<file path="src/rtl/controlador_placar_if.sv">
// controlador_placar_if: event, converter and display signals of the score sequencer
interface controlador_placar_if #(parameter int LARG = 7);
  logic            ponto_valido;
  logic            time_sel;
  logic [1:0]      valor;
  logic            corrigir;
  logic            zerar;
  logic [LARG-1:0] conv_bin;
  logic [7:0]      conv_bcd;
  logic            conv_passou99;
  logic [7:0]      bcd_a;
  logic [7:0]      bcd_b;
  logic            saturou_a;
  logic            saturou_b;
  logic            ocupado;
  logic            descartado;
  logic            erro_conv;
  modport slave (
    input  ponto_valido, time_sel, valor, corrigir, zerar, conv_bcd, conv_passou99,
    output conv_bin, bcd_a, bcd_b, saturou_a, saturou_b, ocupado, descartado, erro_conv
  );
  modport master (
    output ponto_valido, time_sel, valor, corrigir, zerar, conv_bcd, conv_passou99,
    input  conv_bin, bcd_a, bcd_b, saturou_a, saturou_b, ocupado, descartado, erro_conv
  );
endinterface

</file>
<file path="src/rtl/controlador_placar.sv">
// controlador_placar: score sequencer sharing one binary-to-BCD converter between two teams
module controlador_placar #(
  parameter int MAX_PLACAR = 99,
  parameter int LARG = 7
) (
  input logic clk,
  input logic rst,
  controlador_placar_if.slave p
);
  typedef enum logic [1:0] {OCIOSO, ATUALIZA, CONV_A, CONV_B} estado_t;
  estado_t state_q, state_d;
  logic [LARG-1:0] score_a_q, score_a_d, score_b_q, score_b_d;
  logic [7:0] bcd_a_q, bcd_a_d, bcd_b_q, bcd_b_d;
  logic sat_a_q, sat_a_d, sat_b_q, sat_b_d, err_q, err_d, desc_q, desc_d, buf_full_q, buf_full_d;
  logic [3:0] ev_q, ev_d, buf_q, buf_d, inc;
  logic ev_ok, sat;
  logic [7:0] cur, sum, res;
  assign inc = {p.time_sel, p.valor, p.corrigir};
  assign ev_ok = p.ponto_valido && p.valor != 2'd0;
  assign p.conv_bin = state_q == CONV_A ? score_a_q : state_q == CONV_B ? score_b_q : '0;
  assign p.bcd_a = bcd_a_q;
  assign p.bcd_b = bcd_b_q;
  assign p.saturou_a = sat_a_q;
  assign p.saturou_b = sat_b_q;
  assign p.ocupado = state_q != OCIOSO;
  assign p.descartado = desc_q;
  assign p.erro_conv = err_q;
  // 8-bit add/subtract of the latched event against the selected score, clamped to 0..MAX_PLACAR
  always_comb begin
    cur = ev_q[3] ? 8'(score_b_q) : 8'(score_a_q);
    sum = cur + 8'(ev_q[2:1]);
    sat = !ev_q[0] && sum > 8'(MAX_PLACAR);
    res = ev_q[0] ? (8'(ev_q[2:1]) > cur ? 8'd0 : cur - 8'(ev_q[2:1])) : (sat ? 8'(MAX_PLACAR) : sum);
  end
  // next state and datapath; zerar overrides everything, busy events go to the one-entry buffer
  always_comb begin
    state_d = state_q;
    score_a_d = score_a_q;
    score_b_d = score_b_q;
    bcd_a_d = bcd_a_q;
    bcd_b_d = bcd_b_q;
    sat_a_d = sat_a_q;
    sat_b_d = sat_b_q;
    err_d = err_q;
    desc_d = 1'b0;
    buf_full_d = buf_full_q;
    buf_d = buf_q;
    ev_d = ev_q;
    if (p.zerar) begin
      state_d = CONV_A;
      score_a_d = '0;
      score_b_d = '0;
      sat_a_d = 1'b0;
      sat_b_d = 1'b0;
      err_d = 1'b0;
      buf_full_d = 1'b0;
      ev_d = '0;
    end else begin
      case (state_q)
        OCIOSO: if (ev_ok) begin
          ev_d = inc;
          state_d = ATUALIZA;
        end
        ATUALIZA: begin
          if (ev_q[3]) begin
            score_b_d = LARG'(res);
            sat_b_d = sat_b_q | sat;
          end else begin
            score_a_d = LARG'(res);
            sat_a_d = sat_a_q | sat;
          end
          state_d = CONV_A;
        end
        CONV_A: begin
          bcd_a_d = p.conv_bcd;
          err_d = err_q | p.conv_passou99;
          state_d = CONV_B;
        end
        default: begin
          bcd_b_d = p.conv_bcd;
          err_d = err_q | p.conv_passou99;
          state_d = buf_full_q || ev_ok ? ATUALIZA : OCIOSO;
          ev_d = buf_full_q ? buf_q : ev_ok ? inc : ev_q;
          desc_d = buf_full_q && ev_ok;
          buf_full_d = 1'b0;
        end
      endcase
      if ((state_q == ATUALIZA || state_q == CONV_A) && ev_ok) begin
        desc_d = buf_full_q;
        buf_full_d = 1'b1;
        buf_d = buf_full_q ? buf_q : inc;
      end
    end
  end
  // FSM state register
  always_ff @(posedge clk or posedge rst) begin
    if (rst) state_q <= OCIOSO;
    else state_q <= state_d;
  end
  // score, display, flag and event registers
  always_ff @(posedge clk or posedge rst) begin
    if (rst) begin
      score_a_q <= '0;
      score_b_q <= '0;
      bcd_a_q <= '0;
      bcd_b_q <= '0;
      sat_a_q <= 1'b0;
      sat_b_q <= 1'b0;
      err_q <= 1'b0;
      desc_q <= 1'b0;
      buf_full_q <= 1'b0;
      buf_q <= '0;
      ev_q <= '0;
    end else begin
      score_a_q <= score_a_d;
      score_b_q <= score_b_d;
      bcd_a_q <= bcd_a_d;
      bcd_b_q <= bcd_b_d;
      sat_a_q <= sat_a_d;
      sat_b_q <= sat_b_d;
      err_q <= err_d;
      desc_q <= desc_d;
      buf_full_q <= buf_full_d;
      buf_q <= buf_d;
      ev_q <= ev_d;
    end
  end
endmodule

</file>
<file path="src/flat_wrapper.sv">
// flat-port wrapper written by rule: the top's interface ports become plain ports
module controlador_placar_flat 
#(
  parameter int MAX_PLACAR = 99,
  parameter int LARG = 7
)
  (clk, rst, p_ponto_valido, p_time_sel, p_valor, p_corrigir, p_zerar, p_conv_bcd, p_conv_passou99, p_conv_bin, p_bcd_a, p_bcd_b, p_saturou_a, p_saturou_b, p_ocupado, p_descartado, p_erro_conv);
  controlador_placar_if #(.LARG(LARG)) p_i ();
  input logic clk;
  input logic rst;
  input wire logic [$bits(p_i.ponto_valido)-1:0] p_ponto_valido;
  input wire logic [$bits(p_i.time_sel)-1:0] p_time_sel;
  input wire logic [$bits(p_i.valor)-1:0] p_valor;
  input wire logic [$bits(p_i.corrigir)-1:0] p_corrigir;
  input wire logic [$bits(p_i.zerar)-1:0] p_zerar;
  input wire logic [$bits(p_i.conv_bcd)-1:0] p_conv_bcd;
  input wire logic [$bits(p_i.conv_passou99)-1:0] p_conv_passou99;
  output wire logic [$bits(p_i.conv_bin)-1:0] p_conv_bin;
  output wire logic [$bits(p_i.bcd_a)-1:0] p_bcd_a;
  output wire logic [$bits(p_i.bcd_b)-1:0] p_bcd_b;
  output wire logic [$bits(p_i.saturou_a)-1:0] p_saturou_a;
  output wire logic [$bits(p_i.saturou_b)-1:0] p_saturou_b;
  output wire logic [$bits(p_i.ocupado)-1:0] p_ocupado;
  output wire logic [$bits(p_i.descartado)-1:0] p_descartado;
  output wire logic [$bits(p_i.erro_conv)-1:0] p_erro_conv;
  assign p_i.ponto_valido = p_ponto_valido;
  assign p_i.time_sel = p_time_sel;
  assign p_i.valor = p_valor;
  assign p_i.corrigir = p_corrigir;
  assign p_i.zerar = p_zerar;
  assign p_i.conv_bcd = p_conv_bcd;
  assign p_i.conv_passou99 = p_conv_passou99;
  assign p_conv_bin = p_i.conv_bin;
  assign p_bcd_a = p_i.bcd_a;
  assign p_bcd_b = p_i.bcd_b;
  assign p_saturou_a = p_i.saturou_a;
  assign p_saturou_b = p_i.saturou_b;
  assign p_ocupado = p_i.ocupado;
  assign p_descartado = p_i.descartado;
  assign p_erro_conv = p_i.erro_conv;
  controlador_placar #(.MAX_PLACAR(MAX_PLACAR), .LARG(LARG)) u_core (.clk(clk), .rst(rst), .p(p_i));
endmodule
</file>
<file path="config.mk">
export PLATFORM = sky130hd
export DESIGN_NAME = controlador_placar_flat
export DESIGN_NICKNAME = d
export VERILOG_FILES = /design/src/rtl/controlador_placar_if.sv /design/src/rtl/controlador_placar.sv /design/src/flat_wrapper.sv
export SDC_FILE = /design/constraint.sdc
export NUM_CORES = 1
export LEC_CHECK = 0
export ABC_AREA = 1
export CORE_MARGIN = 4
export CORE_UTILIZATION = 55
export DETAILED_ROUTE_END_ITERATION = 16
export HOLD_SLACK_MARGIN = 0.15
export PLACE_DENSITY = 0.86
export SLEW_MARGIN = 5
export SYNTH_ARGS = -nofsm -noshare
export SYNTH_HDL_FRONTEND = slang
export SYNTH_SLANG_ARGS = --single-unit
export TNS_END_PERCENT = 5
</file>
<file path="constraint.sdc">
create_clock -name clk -period 5.2 [get_ports clk]
set_clock_uncertainty 0.2 [all_clocks]
set_input_delay 0.78 -clock clk [delete_from_list [all_inputs] [get_ports clk]]
set_output_delay 0.78 -clock clk [all_outputs]
set_load 0.005 [all_outputs]
</file>
# == After elaboration in Yosys (flattened, before gate mapping) ==
# Cells that the tools add are included.
# totals
reg_bits,45
# op_classes
n_addsub,2
n_bitwise,6
n_eq_ne,8
muxes,34
n_reduce_logical,20
n_lt_le_gt_ge,2
# op_table
cell,count
$mux W7,12
$mux W1,15
$mux W4,3
$add A7 B2 Y8,1
$gt A2 B8 Y1,1
$gt A8 B7 Y1 const B,1
$pmux W4 S2,1
$reduce_and A2 Y1,4
$reduce_bool A2 Y1,4
$sub A7 B2 Y7,1
$pmux W2 S3,1
$eq A2 B2 Y1 const B,2
$logic_and A1 B1 Y1,4
$mux W2,2
$ne A2 B1 Y1 const B,2
$reduce_or A2 Y1,2
$ne A3 B1 Y1 const B,1
$ne A3 B2 Y1 const B,1
$not A1 Y1,3
$or A1 B1 Y1,3
$reduce_and A3 Y1,1
$reduce_or A3 Y1,1
$eq A2 B1 Y1 const B,1
$logic_not A2 Y1,1
3 further kinds,4

# == Depth between registers and ports, before layout ==
# Gate-level depths: netlist (run 1).
# depth
word_depth,9
ltp_mapped,16
ltp_nobuf,16

# == Least setup slack after synthesis (run 1) ==
# OpenSTA, ideal clock, no wires.
# synth_path
kind,flip-flop to flip-flop
from,register u_core.ev_q[3]
to,register u_core.score_b_q[4]
arrival_ps,2135
setup_slack_ps,2747
period_less_slack_ps,2453
setup_ps,118
path_buffers,1
stages_incl_launch_ff,16
required_ps,4882
cell_sequence,dfrtp_1 -> buf_6 -> o21ai_0 -> inv_1 -> ha_1 -> fa_1 -> inv_1 -> nand2_1 -> nand2_1 -> a21oi_1 -> nand2_1 -> nand3_2 -> nand2_2 -> nand2_2 -> nand3_1 -> nand2_1
# synth_via
elab_chain_cells,9
# synth_rtl
element,line,text
start: declaration,controlador_placar.sv:15,"logic [3:0] ev_q, ev_d, buf_q, buf_d, inc;"
start signal: assignment,controlador_placar.sv:125,ev_q <= ev_d;
$mux W7,controlador_placar.sv:30,cur = ev_q[3] ? 8'(score_b_q) : 8'(score_a_q);
$add A7 B2 Y8,controlador_placar.sv:31,sum = cur + 8'(ev_q[2:1]);
$gt A8 B7 Y1,controlador_placar.sv:32,sat = !ev_q[0] && sum > 8'(MAX_PLACAR);
$logic_and A1 B1 Y1,controlador_placar.sv:32,
$mux W7 (2 in a row),controlador_placar.sv:33,res = ev_q[0] ? (8'(ev_q[2:1]) > cur ? 8'd0 : cur - 8'(ev_q[2:1])) : (sat ? 8'(MAX_PLACAR) : sum);
$mux W7,controlador_placar.sv:65,if (ev_q[3]) begin
$mux W7,controlador_placar.sv:59,case (state_q)
$mux W7,controlador_placar.sv:49,if (p.zerar) begin
end signal: assignment,controlador_placar.sv:116,score_b_q <= score_b_d;
end: declaration,controlador_placar.sv:12,"logic [LARG-1:0] score_a_q, score_a_d, score_b_q, score_b_d;"
# Parallel ways exist; a longest one is shown, timed or not. The select of a mux whose other input is x is not followed.
# A chain may end at the register's enable or synchronous reset.

# == Final worst setup path (run 1) ==
# layout_path
from,register u_core.state_q[0]
to,output p_conv_bin[0]
# layout_via
elab_chain_cells,3
# layout_rtl
element,line,text
start: declaration,controlador_placar.sv:11,"estado_t state_q, state_d;"
start signal: assignment,controlador_placar.sv:98,else state_q <= state_d;
$eq A2 B2 Y1,controlador_placar.sv:20,assign p.conv_bin = state_q == CONV_A ? score_a_q : state_q == CONV_B ? score_b_q : '0;
$mux W7,controlador_placar.sv:20,
$mux W7 *,controlador_placar.sv:20,
end: declaration,flat_wrapper.sv:18,output wire logic [$bits(p_i.conv_bin)-1:0] p_conv_bin;
# Every way passes the cells marked *; elsewhere a longest branch is shown, timed or not.

==> results of run 1 <==
## flip-flops by register name, indices dropped and copies added (netlist names)
signal               count
u_core.state_q           2
u_core.buf_full_q        1
u_core.p.bcd_b           8
u_core.p.saturou_a       1
u_core.p.descartado      1
u_core.ev_q              4
u_core.score_b_q         7
u_core.score_a_q         7
u_core.p.saturou_b       1
u_core.buf_q             4
u_core.p.erro_conv       1
u_core.p.bcd_a           8
## power groups by stage
stage | Clock [mW] | Sequential, mW | Combinational [mW]
floorplan | 0 | 0.574 | 0.672
finish | 0.225 | 0.602 | 1.00
detailed placement | 0 | 0.606 | 0.996
CTS | 0.229 | 0.601 | 1.00
global placement | 0 | 0.598 | 0.973
global route | 0.242 | 0.622 | 1.13
## final cells by class
cell class | instances | area, um2 | share of cell area [%]
Multi-Input combinational cell | 246 | 1296 | 39.98
Sequential cell | 45 | 1126 | 34.74
Timing Repair Buffer | 45 | 447.9 | 13.82
Inverter | 56 | 210.2 | 6.484
Clock buffer | 5 | 68.82 | 2.123
Tap cell | 54 | 67.56 | 2.084
Clock inverter | 3 | 25.02 | 0.7719
## critical path: stages, from the launching register on
cell and delay [ps]:
dfrtp_1 440, inv_1 90, ha_1 230, inv_1 290
nand3_1 110, o21ai_0 120, clkdlybuf4s50_1 540
## worst paths after layout
check                           slack [ps]  depth (start not counted)                              end
max in group asynchronous             3720                          3      u_core.buf_q[2]$_DFFE_PP0P_
worst min-delay path                   290                          2    u_core.p.bcd_a[0]$_DFFE_PP0P_
worst max-delay path                  2110                          6                    p_conv_bin[0]
worst max register to register        2460                         12  u_core.score_a_q[5]$_DFFE_PP0P_
worst min register to register         290                          2    u_core.p.bcd_a[0]$_DFFE_PP0P_
min in group asynchronous              690                          3  u_core.score_a_q[6]$_DFFE_PP0P_
## cells in the final DEF (no fill, tap or decap), types with 2 or more instances in the layout
| master | count |
|---|---|
| o21ai_1 | 2 |
| o21ai_0 | 43 |
| nand2_1 | 94 |
| clkdlybuf4s50_1 | 44 |
| inv_1 | 53 |
| ha_1 | 12 |
| a21oi_1 | 12 |
| mux2_2 | 3 |
| o22ai_1 | 3 |
| nand4_1 | 4 |
| clkbuf_8 | 5 |
| fa_1 | 2 |
| nand3_1 | 33 |
| dfrtp_1 | 45 |
| clkinv_1 | 2 |
| nor2_2 | 2 |
| nand2_2 | 6 |
| a31oi_1 | 2 |
| nor3_1 | 2 |
| nor2_1 | 17 |
## kinds of logic (layout without fill, tap and decap cells)
kind of cell               Yosys count  count (layout)  share of synthesized area, %
AOI/OAI and AO/OA                   66              66                         13.25
xor gates and xnor gates             1               1                        0.3290
adders and majority gates           14              14                         7.143
buffers and inverters               62             109                         9.022
DFF                                 45              45                         42.29
muxes                                3               3                         1.269
and+or+nand+nor                    162             162                         26.69
## synth_stat cells, types with 2 or more instances
library cell  instances  area (um2)
nand2_1              94       352.8
clkbuf_1              5       18.77
dfrtp_1              45        1126
fa_1                  2       40.04
o21ai_1               2       10.01
o21ai_0              43       215.2
nand3_1              33       165.2
o22ai_1               3       18.77
inv_1                54       202.7
ha_1                 12       150.1
nand4_1               4       25.02
mux2_2                3       33.78
nand2_2               6       37.54
nor2_1               17       63.81
nor3_1                2       10.01
a21oi_1              12       60.06
nor2_2                2       12.51
a31oi_1               2       12.51
## metal layers
layer / share of wire (%) / vias to the layer above / global-route usage, %
met1: 43 / 1138 / 27.16
met3: 4.7 / 9 / 5.220
met2: 51 / 61 / 38.51
li1: - / 1230 / -
met4: 1.3 / 0 / 4.804
met5: 0 / - / 0
## through the flow
stage	instance area (um2)	setup slack, ps
global placement	3148	2357
CTS	3242	2065
global route	3242	1934
floorplan	2663	2747
detailed placement	3148	2351
finish	3242	2106
==> metrics.csv, run 1 <==
stage,metric,value,unit
die,fp.coreArea,4692,um2
critical_path,cp-start-kind,flip-flop,
critical_path,cp-end-kind,primary output,
timing,setup_viol_count_final,0,
die,top_level_ports,45,
outcome,run_status,"finished, final reports clean",
timing,accumulated_negative_setup_slack,0,ps
power,power.switching,0.8378,mW
timing,hold_violations,0,
timing,worst_hold_slack,294.8,ps
global_route,grt.total_usage,21.85,%
place,place_congestion,0.9445,
critical_path,worstPathArrival,2110,ps
final_layout,num_antenna_cells,0,
detailed_routing,via_count,2438,
timing,timing.final.crit_period,3094,ps
clocking,cts-resized-gates,0,
clocking,cts_root_buf,clkbuf_8,
power,swShare,45.76,%
global_route,grt_first_pass_wirelength,10.62,mm
clocking,post_cts_buffers,0,
logic_synthesis,synth_edf_count,0,
place,port_buffers,44,
power,power_density,564.7,nW/um2
logic_synthesis,synth.net_count,384,
worst_hold_path,hold_path.startpoint,u_core.p.bcd_a[0]$_DFFE_PP0P_,
logic_synthesis,synth.yosys.seq_area_share,42.29,%
final_layout,drive_gt1_share,6.500,%
detailed_routing,routed_wirelength,6.165,mm
clocking,tritoncts_num_sinks,45,
logic_synthesis,synth_async_sr_flop_share,100.0,%
logic_synthesis,synth_cell_types,30,
clocking,clkTransAtPathRegs,90,ps
power,peakVddDrop,0.0003557,V
clocking,cts-htree-levels,2,
die,die_width,77.58,um
logic_synthesis,number_of_storage_elements_in_the_synthesis_netlist,45,
clocking,cts_hold_buffers,0,
power,comb_power_share,54.8,%
clocking,clk_latency,310,ps
die,effective_utilization_at_floorplan,56.75,%
worst_hold_path,hold_path_class,reg2reg,
timing,grt_setup_unrepaired,no,
power,clock_power_share,12.3,%
global_route,grt-ovfl-total,0,
timing,slew_viol_final,0,
timing,slew_headroom,54.39,%
critical_path,critPathMaxFanout,14,
die,rows,25,
logic_synthesis,ys_dominant_reg_cell,dfrtp_1,
place,place.detailed.instances,446,
job,cap_viol_max_count,0,
timing,maxClockFrequency,0.3232,GHz
global_route,largest_net_degree_at_the_start_of_global_routing,46,
detailed_routing,detail_route.drc_violations,0,
final_layout,post_layout_nonfiller_instances,454,
logic_synthesis,yosysWarningCount,0,
power,finalPower,1.831,mW
timing,worst_slew_pin_slew,677.0,ps
global_route,antenna_found_initial,0,
die,die_height,77.58,um
detailed_routing,firstDrtPassIters,4,
final_layout,final_core_utilization,69.09,%
detailed_routing,detailedRoute.firstIterationViolations,142,
clocking,tritoncts_clock_tree,done,
detailed_routing,detail_route.wl_per_cell,13.58,um
clocking,clk_path_buf_depth,2,
critical_path,critical_path_class,reg2out,
power,seq_power_share,32.9,%
logic_synthesis,syn-instance-count,353,
timing,period_share,59.51,%
critical_path,required,4220,ps
critical_path,crit_start,u_core.state_q[0]$_DFFE_PP0P_,
detailed_routing,route.antenna.remaining_nets,0,
clocking,cts-buffers-inserted,5,
logic_synthesis,syn_area_per_cell,7.543,um2
power,cellInternalPower,0.9930,mW
die,die_area,6018,um2
power,lkg_pwr,1.606,nW
final_layout,area_growth_syn_to_layout,21.76,%
critical_path,regToRegStartpoint,u_core.ev_q[3]$_DFFE_PP0P_,
place,dp.final_hpwl,4.752,mm
final_layout,fin_nets,430,
detailed_routing,detail_route.vias_per_cell,5.370,
global_route,grt_pass1_vias,2381,
final_layout,filler_cell_count,396,
logic_synthesis,syn-cell-area,2663,um2
Power figures use the tool's default switching activity.
==> inputs of run 2 (changes only) <==
--- a/config.mk
+++ b/config.mk
@@ -7,10 +7,10 @@
 export LEC_CHECK = 0
 export ABC_AREA = 1
 export CORE_MARGIN = 4
-export CORE_UTILIZATION = 55
+export CORE_UTILIZATION = 48
 export DETAILED_ROUTE_END_ITERATION = 16
 export HOLD_SLACK_MARGIN = 0.15
-export PLACE_DENSITY = 0.86
+export PLACE_DENSITY = 0.8
 export SLEW_MARGIN = 5
 export SYNTH_ARGS = -nofsm -noshare
 export SYNTH_HDL_FRONTEND = slang
==> constraint.sdc (replaced) <==
create_clock -name clk -period 2.72 [get_ports clk]
set_clock_uncertainty 0.2 [all_clocks]
set_input_delay 0.408 -clock clk [delete_from_list [all_inputs] [get_ports clk]]
set_output_delay 0.408 -clock clk [all_outputs]
set_load 0.005 [all_outputs]
==> run 2 against run 1 <==
Compared with the run above: total power grew 98%; critical path depth fell by 1; via count rose by 0.45%; first-iteration DRC count increased by 11%; utilization fell by 5.7 points; combinational power grew 100%; clock power up 120%; routed wire length rose by 6.1%; non-clock buffer count grew 5; count of clock-buffer cells in the layout increased by 1; flip-flop and latch count is the same; register-to-register slack got worse by 2300 ps.
==> metrics.csv, run 2 (synthesis gave the netlist of run 1 again) <==
stage,metric,value,unit
global_route,largest_net_degree_at_the_start_of_global_routing,46,
timing,setup_slack,126.9,ps
clocking,clkTransAtPathRegs,90,ps
outcome,run_status,"finished, final reports clean",
power,peakVddDrop,0.0007025,V
timing,timing.final.crit_period,2593,ps
critical_path,critical_path_class,reg2out,
global_route,grt_pass1_vias,2389,
clocking,tritoncts_clock_tree,done,
final_layout,num_antenna_cells,0,
worst_hold_path,hold_path_class,reg2reg,
clocking,cts-htree-levels,2,
power,seq_power_share,31.1,%
detailed_routing,via_count,2449,
detailed_routing,firstDrtPassIters,4,
die,rows,26,
final_layout,mostFrequentLayoutCell,nand2_1,
power,swShare,44.39,%
critical_path,worstPathCellList,inv_1 > ha_1 > inv_4 > o21ai_0 > clkdlybuf4s50_1,
timing,maxClockFrequency,0.3856,GHz
timing,slew_viol_final,0,
timing,worst_slew_pin_slew,570.5,ps
detailed_routing,detail_route.vias_per_cell,5.156,
timing,hold_violations,0,
final_layout,fin_nets,435,
clocking,post_cts_buffers,0,
die,effective_utilization_at_floorplan,50.84,%
timing,period_share,95.33,%
final_layout,drive_gt1_share,7.654,%
detailed_routing,detail_route.drc_violations,0,
global_route,grt_first_pass_wirelength,10.98,mm
power,clock_power_share,13.9,%
die,fp.coreArea,5238,um2
critical_path,critical-path-max-stage-delay,560,ps
place,place_congestion,0.9045,
final_layout,final_cell_mix,"94 x nand2_1, 52 x inv_1, 45 x dfrtp_1",
final_layout,filler_cell_count,449,
power,finalPower,3.633,mW
critical_path,cp-end-kind,primary output,
critical_path,cp-start-kind,flip-flop,
final_layout,final_core_utilization,63.38,%
power,lkg_pwr,1.640,nW
power,power_density,1094,nW/um2
global_route,antenna_found_initial,0,
place,port_buffers,44,
clocking,clk_latency,290,ps
detailed_routing,route.antenna.remaining_nets,0,
timing,accumulated_negative_setup_slack,0,ps
detailed_routing,detail_route.wl_per_cell,13.77,um
place,dp.final_hpwl,5.028,mm
job,cap_viol_max_count,0,
global_route,grt.total_usage,20.85,%
critical_path,worstPathArrival,1990,ps
timing,slew_headroom,61.96,%
clocking,cts_root_buf,clkbuf_8,
die,die_area,6803,um2
detailed_routing,routed_wirelength,6.539,mm
power,cellInternalPower,2.020,mW
final_layout,area_growth_syn_to_layout,24.67,%
place,pre_cts_ws,185.4,ps
die,die_height,82.48,um
detailed_routing,detailedRoute.firstIterationViolations,158,
timing,grt_setup_unrepaired,no,
critical_path,cp_slowest_cell,clkdlybuf4s50_1,
timing,setup_viol_count_final,0,
power,comb_power_share,55.0,%
die,die_width,82.48,um
clocking,tritoncts_num_sinks,45,
clocking,cts-buffers-inserted,5,
die,top_level_ports,45,
global_route,grt-ovfl-total,0,
critical_path,critPathMaxFanout,14,
clocking,clk_path_buf_depth,2,
power,power.switching,1.613,mW
critical_path,required,2110,ps
run 2: changes by cell type in the layout (fill, tap and decap cells not counted):
cell        before  now
clkinvlp_4       1    0
inv_1           53   52
inv_4            0    1
buf_4            1    6
inv_6            1    0
bufinv_16        0    1
clkbuf_1         0    1
run 2: through the flow:
stage | hold slack, ps | cells | area, um2
floorplan | 247.9 | 353 | 2663
global placement | 264.1 | 467 | 3206
detailed placement | 272.1 | 467 | 3206
CTS | 294.1 | 475 | 3317
global route | 319.8 | 475 | 3319
finish | 288.5 | 475 | 3319
run 2: routing by layer:
layer	track usage, %	wire length [um]	up-vias
li1	-	-	1237
met1	26.64	2797	1122
met2	34.78	3179	75
met3	5.098	417	15
met4	6.478	144	0
met5	0	0	-
run 2: critical path: cells and delay by family, from the launching register on:
family	cells	cell delay (ps)
adder cells (fa/ha/maj)	1	230
AO/OA/AOI/OAI	1	260
flip-flops	1	440
buffers and inverters	3	760
run 2: what timing repair did:
item                                    CTS  global route
endpoints found under the hold margin     0             0
hold buffers                              0             0
gates resized for setup                   1             1
endpoints found under the setup margin    4             3
run 2: final cells by class:
cell class	instances	area [um2]	share of cell area (%)
repair buffers	50	485.5	14.62
multi-input cells	246	1296	39.05
flip-flops and latches	45	1126	33.92
inverters	56	212.7	6.408
clock inverters	2	38.79	1.168
well taps	70	87.58	2.639
clock buffers	6	72.57	2.186
run 2: path summary, 6_finish.rpt:
| path | startpoint | depth (start not counted) | slack (ps) | endpoint |
|---|---|---|---|---|
| worst min-delay path | u_core.p.bcd_b[6]$_DFFE_PP0P_ | 2 | 290 | u_core.p.bcd_b[6]$_DFFE_PP0P_ |
| max in group asynchronous | rst | 3 | 1570 | u_core.ev_q[3]$_DFFE_PP0P_ |
| worst max register to register | u_core.ev_q[3]$_DFFE_PP0P_ | 13 | 190 | u_core.p.saturou_b$_DFFE_PP0P_ |
| worst min register to register | u_core.p.bcd_b[6]$_DFFE_PP0P_ | 2 | 290 | u_core.p.bcd_b[6]$_DFFE_PP0P_ |
| min in group asynchronous | rst | 3 | 340 | u_core.p.saturou_b$_DFFE_PP0P_ |
| worst max-delay path | u_core.state_q[0]$_DFFE_PP0P_ | 5 | 130 | p_conv_bin[1] |
run 2: power by group through the flow:
stage	clock (mW)	sequential [mW]	combinational, mW
4_1_cts	0.513	1.13	2.00
5_1_grt	0.541	1.17	2.25
6_report	0.504	1.13	2.00
3_3_place_gp	0	1.13	1.95
3_5_place_dp	0	1.13	1.98
2_1_floorplan	0	1.10	1.28
